$ cat src/rtl/orb_pkg.sv
// Shared definitions for the orbital frame reader: default geometry, marker pattern,
// reader FSM states and the marker-bit lookup helper.
package orb_pkg;

    localparam int unsigned ORB_WORD_W      = 12;
    localparam int unsigned ORB_ADDR_W      = 11;
    localparam int unsigned ORB_FRAME_WORDS = 2048;
    localparam int unsigned ORB_DIV         = 20;
    localparam logic [15:0] ORB_MARKER      = 16'hF2B4;

    typedef enum logic [1:0] {
        StIdle,
        StPrime,
        StShift
    } readerState_e;

    // Marker bit carried in bit 0 of the word at index idx within the frame (MSB of marker first).
    function automatic logic markerBit(input logic [15:0] marker, input logic [3:0] idx);
        return marker[4'd15 - idx];
    endfunction

endpackage

$ cat src/rtl/orb_bit_timer.sv
// Bit-cell timer: counts DIV clocks per serial bit while running and flags the first
// clock of each cell and the half-cell point (used for the Manchester phase flip).
module orb_bit_timer #(
    parameter int unsigned DIV = 20
) (
    input  logic clk,
    input  logic rst,
    input  logic run,
    output logic cellStart,
    output logic cellMid
);

    localparam int unsigned CntW = (DIV > 1) ? $clog2(DIV) : 1;

    logic [CntW-1:0] cnt;

    // Free-running 0..DIV-1 counter, held at 0 whenever the serialiser is not running.
    always_ff @(posedge clk) begin
        if (rst || !run) begin
            cnt <= '0;
        end else if (cnt == CntW'(DIV - 1)) begin
            cnt <= '0;
        end else begin
            cnt <= cnt + 1'b1;
        end
    end

    assign cellStart = run && (cnt == '0);
    assign cellMid   = run && (cnt == CntW'(DIV / 2));

endmodule

$ cat src/rtl/orb_frame_reader.sv
// Frame reader: fetches words from the shared frame RAM, replaces bit 0 with the frame
// marker bit, serialises MSB-first at DIV clocks per bit and toggles SW at each frame start.
// Build option: define MANCHESTER_EN for Manchester line coding (default NRZ).
module orb_frame_reader
    import orb_pkg::*;
#(
    parameter int unsigned ADDR_W      = ORB_ADDR_W,
    parameter int unsigned WORD_W      = ORB_WORD_W,
    parameter int unsigned FRAME_WORDS = ORB_FRAME_WORDS,
    parameter int unsigned DIV         = ORB_DIV,
    parameter logic [15:0] MARKER      = ORB_MARKER
) (
    input  logic              clk,
    input  logic              rst,
    input  logic              en,
    input  logic [WORD_W-1:0] RdData,
    output logic [ADDR_W-1:0] RdAddr,
    output logic              RE,
    output logic              SW,
    output logic              serOut,
    output logic              bitStrobe,
    output logic              frameStart
);

    localparam int unsigned BitW = $clog2(WORD_W);

`ifdef MANCHESTER_EN
    // First half of each cell carries the inverted bit.
    localparam logic ManchInv = 1'b1;
`else
    localparam logic ManchInv = 1'b0;
`endif

    readerState_e      state;
    logic              fetchPend;
    logic [WORD_W-1:0] buffer;
    logic [WORD_W-1:0] shifter;
    logic [ADDR_W-1:0] wordIdx;
    logic [BitW-1:0]   bitCnt;
    logic              curBit;
    logic              stopReq;
    logic              cellStart;
    logic              cellMid;

    logic              lastWord;
    logic [ADDR_W-1:0] nextIdx;
    logic [WORD_W-1:0] loadWord;
    logic              unusedLsb;

    orb_bit_timer #(
        .DIV (DIV)
    ) uBitTimer (
        .clk       (clk),
        .rst       (rst),
        .run       (state == StShift),
        .cellStart (cellStart),
        .cellMid   (cellMid)
    );

    // The stored LSB is never sent: the marker bit takes its place.
    assign unusedLsb = buffer[0];

    // Word sequencing and the marked word that loads the shifter.
    always_comb begin
        lastWord = (wordIdx == ADDR_W'(FRAME_WORDS - 1));
        nextIdx  = lastWord ? '0 : wordIdx + 1'b1;
        loadWord = {buffer[WORD_W-1:1], markerBit(MARKER, wordIdx[3:0])};
    end

    // Reader FSM: fetch, prefetch, serialise and frame toggling, all outputs registered.
    always_ff @(posedge clk) begin
        if (rst) begin
            state      <= StIdle;
            fetchPend  <= 1'b0;
            buffer     <= '0;
            shifter    <= '0;
            wordIdx    <= '0;
            bitCnt     <= '0;
            curBit     <= 1'b0;
            stopReq    <= 1'b0;
            RdAddr     <= '0;
            RE         <= 1'b0;
            SW         <= 1'b0;
            serOut     <= 1'b0;
            bitStrobe  <= 1'b0;
            frameStart <= 1'b0;
        end else begin
            RE         <= 1'b0;
            bitStrobe  <= 1'b0;
            frameStart <= 1'b0;
            // RdData is valid the clock after the RE pulse has been seen by the RAM.
            fetchPend  <= RE;
            if (fetchPend) begin
                buffer <= RdData;
            end
            if (cellMid) begin
                serOut <= curBit;
            end
            unique case (state)
                StIdle: begin
                    if (en) begin
                        RE      <= 1'b1;
                        RdAddr  <= '0;
                        wordIdx <= '0;
                        bitCnt  <= '0;
                        stopReq <= 1'b0;
                        state   <= StPrime;
                    end
                end
                StPrime: begin
                    if (fetchPend) begin
                        state <= StShift;
                    end
                end
                StShift: begin
                    if (cellStart) begin
                        if (bitCnt == '0) begin
                            if (stopReq) begin
                                // Last bit of the frame has finished: park the line.
                                state   <= StIdle;
                                serOut  <= 1'b0;
                                RdAddr  <= '0;
                                stopReq <= 1'b0;
                            end else begin
                                shifter   <= loadWord << 1;
                                curBit    <= loadWord[WORD_W-1];
                                serOut    <= loadWord[WORD_W-1] ^ ManchInv;
                                bitStrobe <= 1'b1;
                                bitCnt    <= BitW'(1);
                                if (wordIdx == '0) begin
                                    SW         <= ~SW;
                                    frameStart <= 1'b1;
                                end
                                wordIdx <= nextIdx;
                                // en only matters when the next fetch would begin a new frame.
                                if (lastWord && !en) begin
                                    stopReq <= 1'b1;
                                end else begin
                                    RE     <= 1'b1;
                                    RdAddr <= nextIdx;
                                end
                            end
                        end else begin
                            curBit    <= shifter[WORD_W-1];
                            serOut    <= shifter[WORD_W-1] ^ ManchInv;
                            shifter   <= shifter << 1;
                            bitStrobe <= 1'b1;
                            bitCnt    <= (bitCnt == BitW'(WORD_W - 1)) ? '0 : bitCnt + 1'b1;
                        end
                    end
                end
                default: state <= StIdle;
            endcase
        end
    end

endmodule

$ cat config.mk
export PLATFORM = sky130hd
export DESIGN_NAME = orb_frame_reader
export DESIGN_NICKNAME = d
export VERILOG_FILES = /design/src/rtl/orb_pkg.sv /design/src/rtl/orb_bit_timer.sv /design/src/rtl/orb_frame_reader.sv
export SDC_FILE = /design/constraint.sdc
export NUM_CORES = 1
export LEC_CHECK = 0
export ABC_AREA = 1
export CAP_MARGIN = 20
export CELL_PAD_IN_SITES_DETAIL_PLACEMENT = 2
export CELL_PAD_IN_SITES_GLOBAL_PLACEMENT = 2
export CORE_UTILIZATION = 31
export CTS_CLUSTER_DIAMETER = 40
export CTS_CLUSTER_SIZE = 10
export DETAILED_ROUTE_END_ITERATION = 12
export PLACE_DENSITY = 0.78
export SYNTH_ARGS = -nofsm -noshare
export SYNTH_HDL_FRONTEND = slang
export SYNTH_SLANG_ARGS = --single-unit
$ cat constraint.sdc
create_clock -name clk -period 2.4 [get_ports clk]
set_clock_uncertainty 0.15 [all_clocks]
set_input_delay 0.6 -clock clk [delete_from_list [all_inputs] [get_ports clk]]
set_output_delay 0.6 -clock clk [all_outputs]
set_load 0.01 [all_outputs]
==> reports/results.ini, run 1 <==
[outcome]
outcome=finished clean

[power]
clkPwrFrac_pct=42.1
sw_frac_of_total_pct=27.2
intPower_mw=1.87
p_sw_mw=0.699
ir_worst_vdd_v=0.000292
p_seq_share_pct=44.3
cellPowerDensity_nw_per_um2=710
p_leak_nw=1.48
combPwrFrac_pct=13.6

[min_path]
worstHoldPathCells=2
min_path_type=register to register

[setup_path]
setup.worst_path.end_class=register
cp.arrival_ps=2150
worst-r2r-setup-slack_ps=370
cp.required_ps=2520
crit_type=register to register
r2r_cells=9
cp-start-kind=register
path_max_fanout=12

[timing]
fmax_mhz=492
finalHoldViolCount=0
rsz0062_at_grt=false
layout_min_cycle_time_ps=2030
post-route-period-util_pct=84.6
tightest_slew_ps=395
fin_setup_tns_ps=0
setup_viol=0
slew_viol_final=0
relSlewSlack_pct=73.6

[finish]
n_antenna_cell=0
fin_nets=471
postLayoutCoreUtil_pct=39.3
area_growth_pct=23.9
drive_gt1_share_pct=12.4

[clocking]
hold_buffers=0
clockBufferDepth=2
cts_post_setup_buffers_inserted=0
clockRootBuffer=clkbuf_8
cts_tree=yes
ctsHtreeMaxLevel=3
cts_made_buffers=9
clk_latency_ps=340
cts_resized=0
cts_sinks=63
path_clk_slew_ps=80

[route]
via_count=2792
drc_errors=0
drt-total-wl_um=8380
vias_per_cell=4.96
routedWlPerCell_um=14.9
firstDrtPassIters=4
ant_nets=0
drt_iter0_drc=36

[floorplan]
initial_core_util_pct=31.7
dieArea_um2=9800
die_w_um=99.0
io_pins=31
rows=35
coreArea_um2=9200
die_y_um=99.0

[logic_synthesis]
ys_seq_area_share_pct=43.2
yosys.area.top_type=dfxtp_1
syn_nets=434
synthTopCellsByArea=dfxtp_1, nand2_1, nor2_1, nand3_1, o21ai_0
synth_warnings=0
syn_area_per_cell_um2=7.12
ys_types=28
synth.cell_area_um2=2920
synth_cells=410
synth_ff_type=dfxtp_1
synthArstFlopShare_pct=0
synth-edff-count=0
ys_seq_elements=63
synth_top_cell_area_share_pct=43.2

[global_routing]
first_global_vias=2879
grt-ovfl-total=0
grt_util_all_layers_pct=18.6
grt_max_degree=23
antenna_found_initial=0
grt_pass1_wl_um=14200

[run]
cap_viol_max_count=0

[placed_design]
place.gp.congestion=0.816
io_buffer_count=29
detailedPlacementHpwl_um=6020

==> state kept, by name (all words and copies together) (netlist names), 2 cells and up <==
signal / cells
shifter: 11
bitCnt: 4
RdAddr: 11
wordIdx: 11
state: 2
buffer: 11
uBitTimer.cnt: 5
==> cell type report <==
class / instances / area, um2
Tap cell: 111 / 139
Fill cell: 1123 / 5580
Clock buffer: 11 / 151
Timing Repair Buffer: 43 / 408
Clock inverter: 5 / 80.1
Inverter: 37 / 139
Sequential cell: 63 / 1260
Multi-Input combinational cell: 293 / 1440
==> Yosys cell counts, drive strengths merged, types with 3 or more instances <==
cell type	instances
nor2	70
a31oi	10
inv	37
nand4	3
a21oi	28
clkbuf	9
ha	9
o21ai	26
dfxtp	63
buf	8
nand2	107
nand3	30
==> cells in the final DEF, fill, tap and decap left out, types with 9 or more instances in the layout <==
cell type and n:
a31oi_1 10, a21oi_1 23, nor2_1 65, nand3_1 29
ha_1 9, dfxtp_1 63, nand2_2 10, o21ai_0 26
nand2_1 97, inv_1 34, clkbuf_8 11, buf_4 13
clkdlybuf4s50_1 29
==> metrics by stage <==
step	setup slack (ps)	cells	hold slack, ps	instance area (um2)	power (mW)
after floorplan	671	410	280	2920	1.37
after global routing	222	563	311	3620	2.71
after CTS	349	563	288	3620	2.60
after global placement	236	547	266	3380	1.50
after detailed placement	201	547	268	3380	1.52
final	369	563	285	3620	2.57
==> power groups by stage <==
stage                     Sequential, mW  Clock [mW]  Combinational (mW)
final                               1.14        1.08               0.349
after global routing                1.14        1.17               0.392
after CTS                           1.14        1.11               0.358
after detailed placement            1.16           0               0.354
after global placement              1.16           0               0.340
after floorplan                     1.15           0               0.218
==> worst max-delay path, stage by stage, from the launching register on <==
cell	delay, ps
dfxtp_1	440
ha_1	230
nand2_1	120
nor2_4	190
nand3_4	170
nor2_4	130
nand2_2	50
nand2_2	260
nand2_1	100
a21oi_1	130
==> layer usage <==
layer  vias up  track usage, %  routed length [um]
met3        15            4.33                 198
met1      1362            22.2                3780
met2        32            32.6                4260
met5         -               0                   0
li1       1383               -                   -
met4         0            6.77                 142
==> kinds of logic (layout without fill, tap and decap cells) <==
family	count (synthesis)	in the layout	synth area share (%)
compound gates	66	66	12.6
xor+xnor	3	3	0.901
fa+ha+maj	9	9	3.86
buf+inv	54	96	7.50
flops	63	63	43.2
simple gates	215	215	31.9
==> path summary, 6_finish.rpt <==
check | from | to
worst max-delay path | wordIdx[1]$_SDFFE_PP0P_ | RdAddr[7]$_SDFFE_PP0P_
worst min-delay path | RE$_SDFF_PP0_ | fetchPend$_SDFF_PP0_
worst max register to register | wordIdx[1]$_SDFFE_PP0P_ | RdAddr[7]$_SDFFE_PP0P_
worst min register to register | RE$_SDFF_PP0_ | fetchPend$_SDFF_PP0_
Note: power is estimated with default switching activity, not from simulation.
==> inputs of run 2 (changes only) <==
--- a/config.mk
+++ b/config.mk
@@ -9,11 +9,11 @@
 export CAP_MARGIN = 20
 export CELL_PAD_IN_SITES_DETAIL_PLACEMENT = 2
 export CELL_PAD_IN_SITES_GLOBAL_PLACEMENT = 2
-export CORE_UTILIZATION = 31
+export CORE_UTILIZATION = 29
 export CTS_CLUSTER_DIAMETER = 40
 export CTS_CLUSTER_SIZE = 10
 export DETAILED_ROUTE_END_ITERATION = 12
-export PLACE_DENSITY = 0.78
+export PLACE_DENSITY = 0.77
 export SYNTH_ARGS = -nofsm -noshare
 export SYNTH_HDL_FRONTEND = slang
 export SYNTH_SLANG_ARGS = --single-unit
==> constraint.sdc (replaced) <==
create_clock -name clk -period 1.8 [get_ports clk]
set_clock_uncertainty 0.15 [all_clocks]
set_input_delay 0.45 -clock clk [delete_from_list [all_inputs] [get_ports clk]]
set_output_delay 0.45 -clock clk [all_outputs]
set_load 0.01 [all_outputs]
==> run 2 against run 1 <==
Compared with the run above:
- the flow now finishes with violations (negative setup slack)
- core utilization increased by 3.0 points
- via count up 8.6%
- sequential power up 33%
- highest routed layer unchanged
- largest power group unchanged
==> reports/results.ini, run 2 (synthesized netlist as in run 1, its figures left out) <==
[floorplan]
coreArea_um2=9770  ; +6.3%
die_y_um=102  ; +3.3%
initial_core_util_pct=29.9  ; -1.9 points
die_w_um=102  ; +3.3%
dieArea_um2=10500  ; +6.8%
rows=36  ; +2.9%
io_pins=31  ; unchanged

[setup_path]
cp.arrival_ps=1930  ; -220 ps
cp-startpoint=wordIdx[2]$_SDFFE_PP0P_
crit_type=register to register
cp.required_ps=1920  ; -600 ps
path_max_fanout=7  ; -5
r2r_cells=9  ; unchanged
setup.worst_path.end_class=register
regToRegStartpoint=wordIdx[2]$_SDFFE_PP0P_
cp-start-kind=register

[finish]
fin_nets=516  ; +9.6%
drive_gt1_share_pct=28.2  ; +16 points
n_antenna_cell=0  ; unchanged
final_cell_mix=nand2_1, nor2_1, dfxtp_1
layout_commonest_cell=nand2_1
area_growth_pct=41.7

[clocking]
cts_made_buffers=9  ; unchanged
clockRootBuffer=clkbuf_8
path_clk_slew_ps=80  ; about the same
clk_latency_ps=350  ; about the same
cts_sinks=63  ; unchanged
clockBufferDepth=2  ; unchanged
cts_tree=yes
ctsHtreeMaxLevel=3  ; unchanged

[placed_design]
io_buffer_count=29  ; unchanged
detailedPlacementHpwl_um=6720  ; +12%
place.gp.congestion=0.780  ; -4.4%
dpl_worst_slack_ps=-247  ; -448 ps

[timing]
post-route-period-util_pct=100  ; +16 points
fin_ws_ps=-5.12  ; -374 ps
fmax_mhz=554  ; +13%
layout_min_cycle_time_ps=1810  ; -226 ps
relSlewSlack_pct=77.6  ; +4.0 points
tightest_slew_ps=334  ; -60.5 ps
setup_viol=1  ; +1
slew_viol_final=0  ; unchanged
finalHoldViolCount=0  ; unchanged
rsz0062_at_grt=true

[route]
drt-total-wl_um=10800  ; +29%
via_count=3031  ; +8.6%
firstDrtPassIters=4  ; unchanged
vias_per_cell=4.82  ; -2.8%
routedWlPerCell_um=17.2  ; +16%
drc_errors=0  ; unchanged
ant_nets=0  ; unchanged
drt_iter0_drc=30  ; -17%

[power]
ir_worst_vdd_v=0.000338  ; +16%
design_power_total_mw=3.34  ; +30%
cellPowerDensity_nw_per_um2=807  ; +14%
p_leak_nw=1.80  ; +22%

[global_routing]
grt_pass1_wl_um=16100  ; +13%
antenna_found_initial=0  ; unchanged
first_global_vias=3311  ; +15%
grt_util_all_layers_pct=20.4  ; +1.8 points
grt-ovfl-total=0  ; unchanged
grt_max_degree=23  ; unchanged

[outcome]
outcome=finished with violations
violations=negative setup slack

[min_path]
worstHoldPathCells=2  ; unchanged
min_from=RdAddr[6]$_SDFFE_PP0P_
min_path_type=register to register

[run]
cap_viol_max_count=0  ; unchanged

run 2: cell count changes in the layout (fill, tap and decap cells not counted), sizes merged:
cell / delta
buf: +43
clkdlybuf4s50: -16
dlygate4sd2: +15
bufinv: -2
clkbuf: +2
clkinv: +2
clkinvlp: -1
dlymetal6s2s: +1
run 2: repair_timing:
action	CTS	global route
cloned	0	3
gates resized for setup	23	53
hold buffers	0	0
pin swaps	2	12
buffers inserted	6	4
endpoints found under the setup margin	32	44
run 2: path summary, 6_finish.rpt:
path,slack (ps),endpoint
setup / recovery,-5,wordIdx[9]$_SDFFE_PP0P_
hold / removal,320,RdAddr[6]$_SDFFE_PP0P_
setup reg to reg,-5,wordIdx[9]$_SDFFE_PP0P_
hold reg to reg,320,RdAddr[6]$_SDFFE_PP0P_
run 2: through the flow:
stage / cells / utilization [%] / setup TNS (ps) / hold WS (ps) / instance area [um2]
3_5_place_dp: 601 / 37.7 / -4980 / 281 / 3690
4_1_cts: 622 / 40.0 / 0 / 298 / 3910
3_3_place_gp: 601 / 37.7 / -2980 / 290 / 3690
5_1_grt: 629 / 42.3 / -669 / 341 / 4130
2_1_floorplan: 410 / - / 0 / 280 / 2920
6_report: 629 / 42.3 / -5.12 / 317 / 4130
run 2: where the power goes:
group	switching [mW]	total [mW]	internal [mW]
logic	0.390	0.709	0.319
registers	0.0530	1.52	1.47
clock network	0.582	1.10	0.523
run 2: final cells by class:
type / instances / area [um2]
Sequential cell: 63 / 1270
Tap cell: 133 / 166
Fill cell: 1148 / 5640
Multi-Input combinational cell: 293 / 1590
Clock buffer: 11 / 141
Inverter: 37 / 139
Clock inverter: 4 / 22.5
Timing Repair Buffer: 88 / 810
run 2: worst max-delay path, stage by stage, from the launching register on:
cell,delay [ps]
dfxtp_1,370
buf_4,170
nand2_1,90
nor2_2,190
nand3_1,120
nand2_1,100
inv_1,40
nor2_1,180
nand2_1,130
a21oi_1,190
run 2: routing by layer:
metal	vias to the layer above	GRT usage [%]	wire length [um]
met5	-	0	0
met4	0	8.79	255
met3	19	3.97	212
met2	46	39.4	6130
met1	1492	21.3	4210
li1	1474	-	-
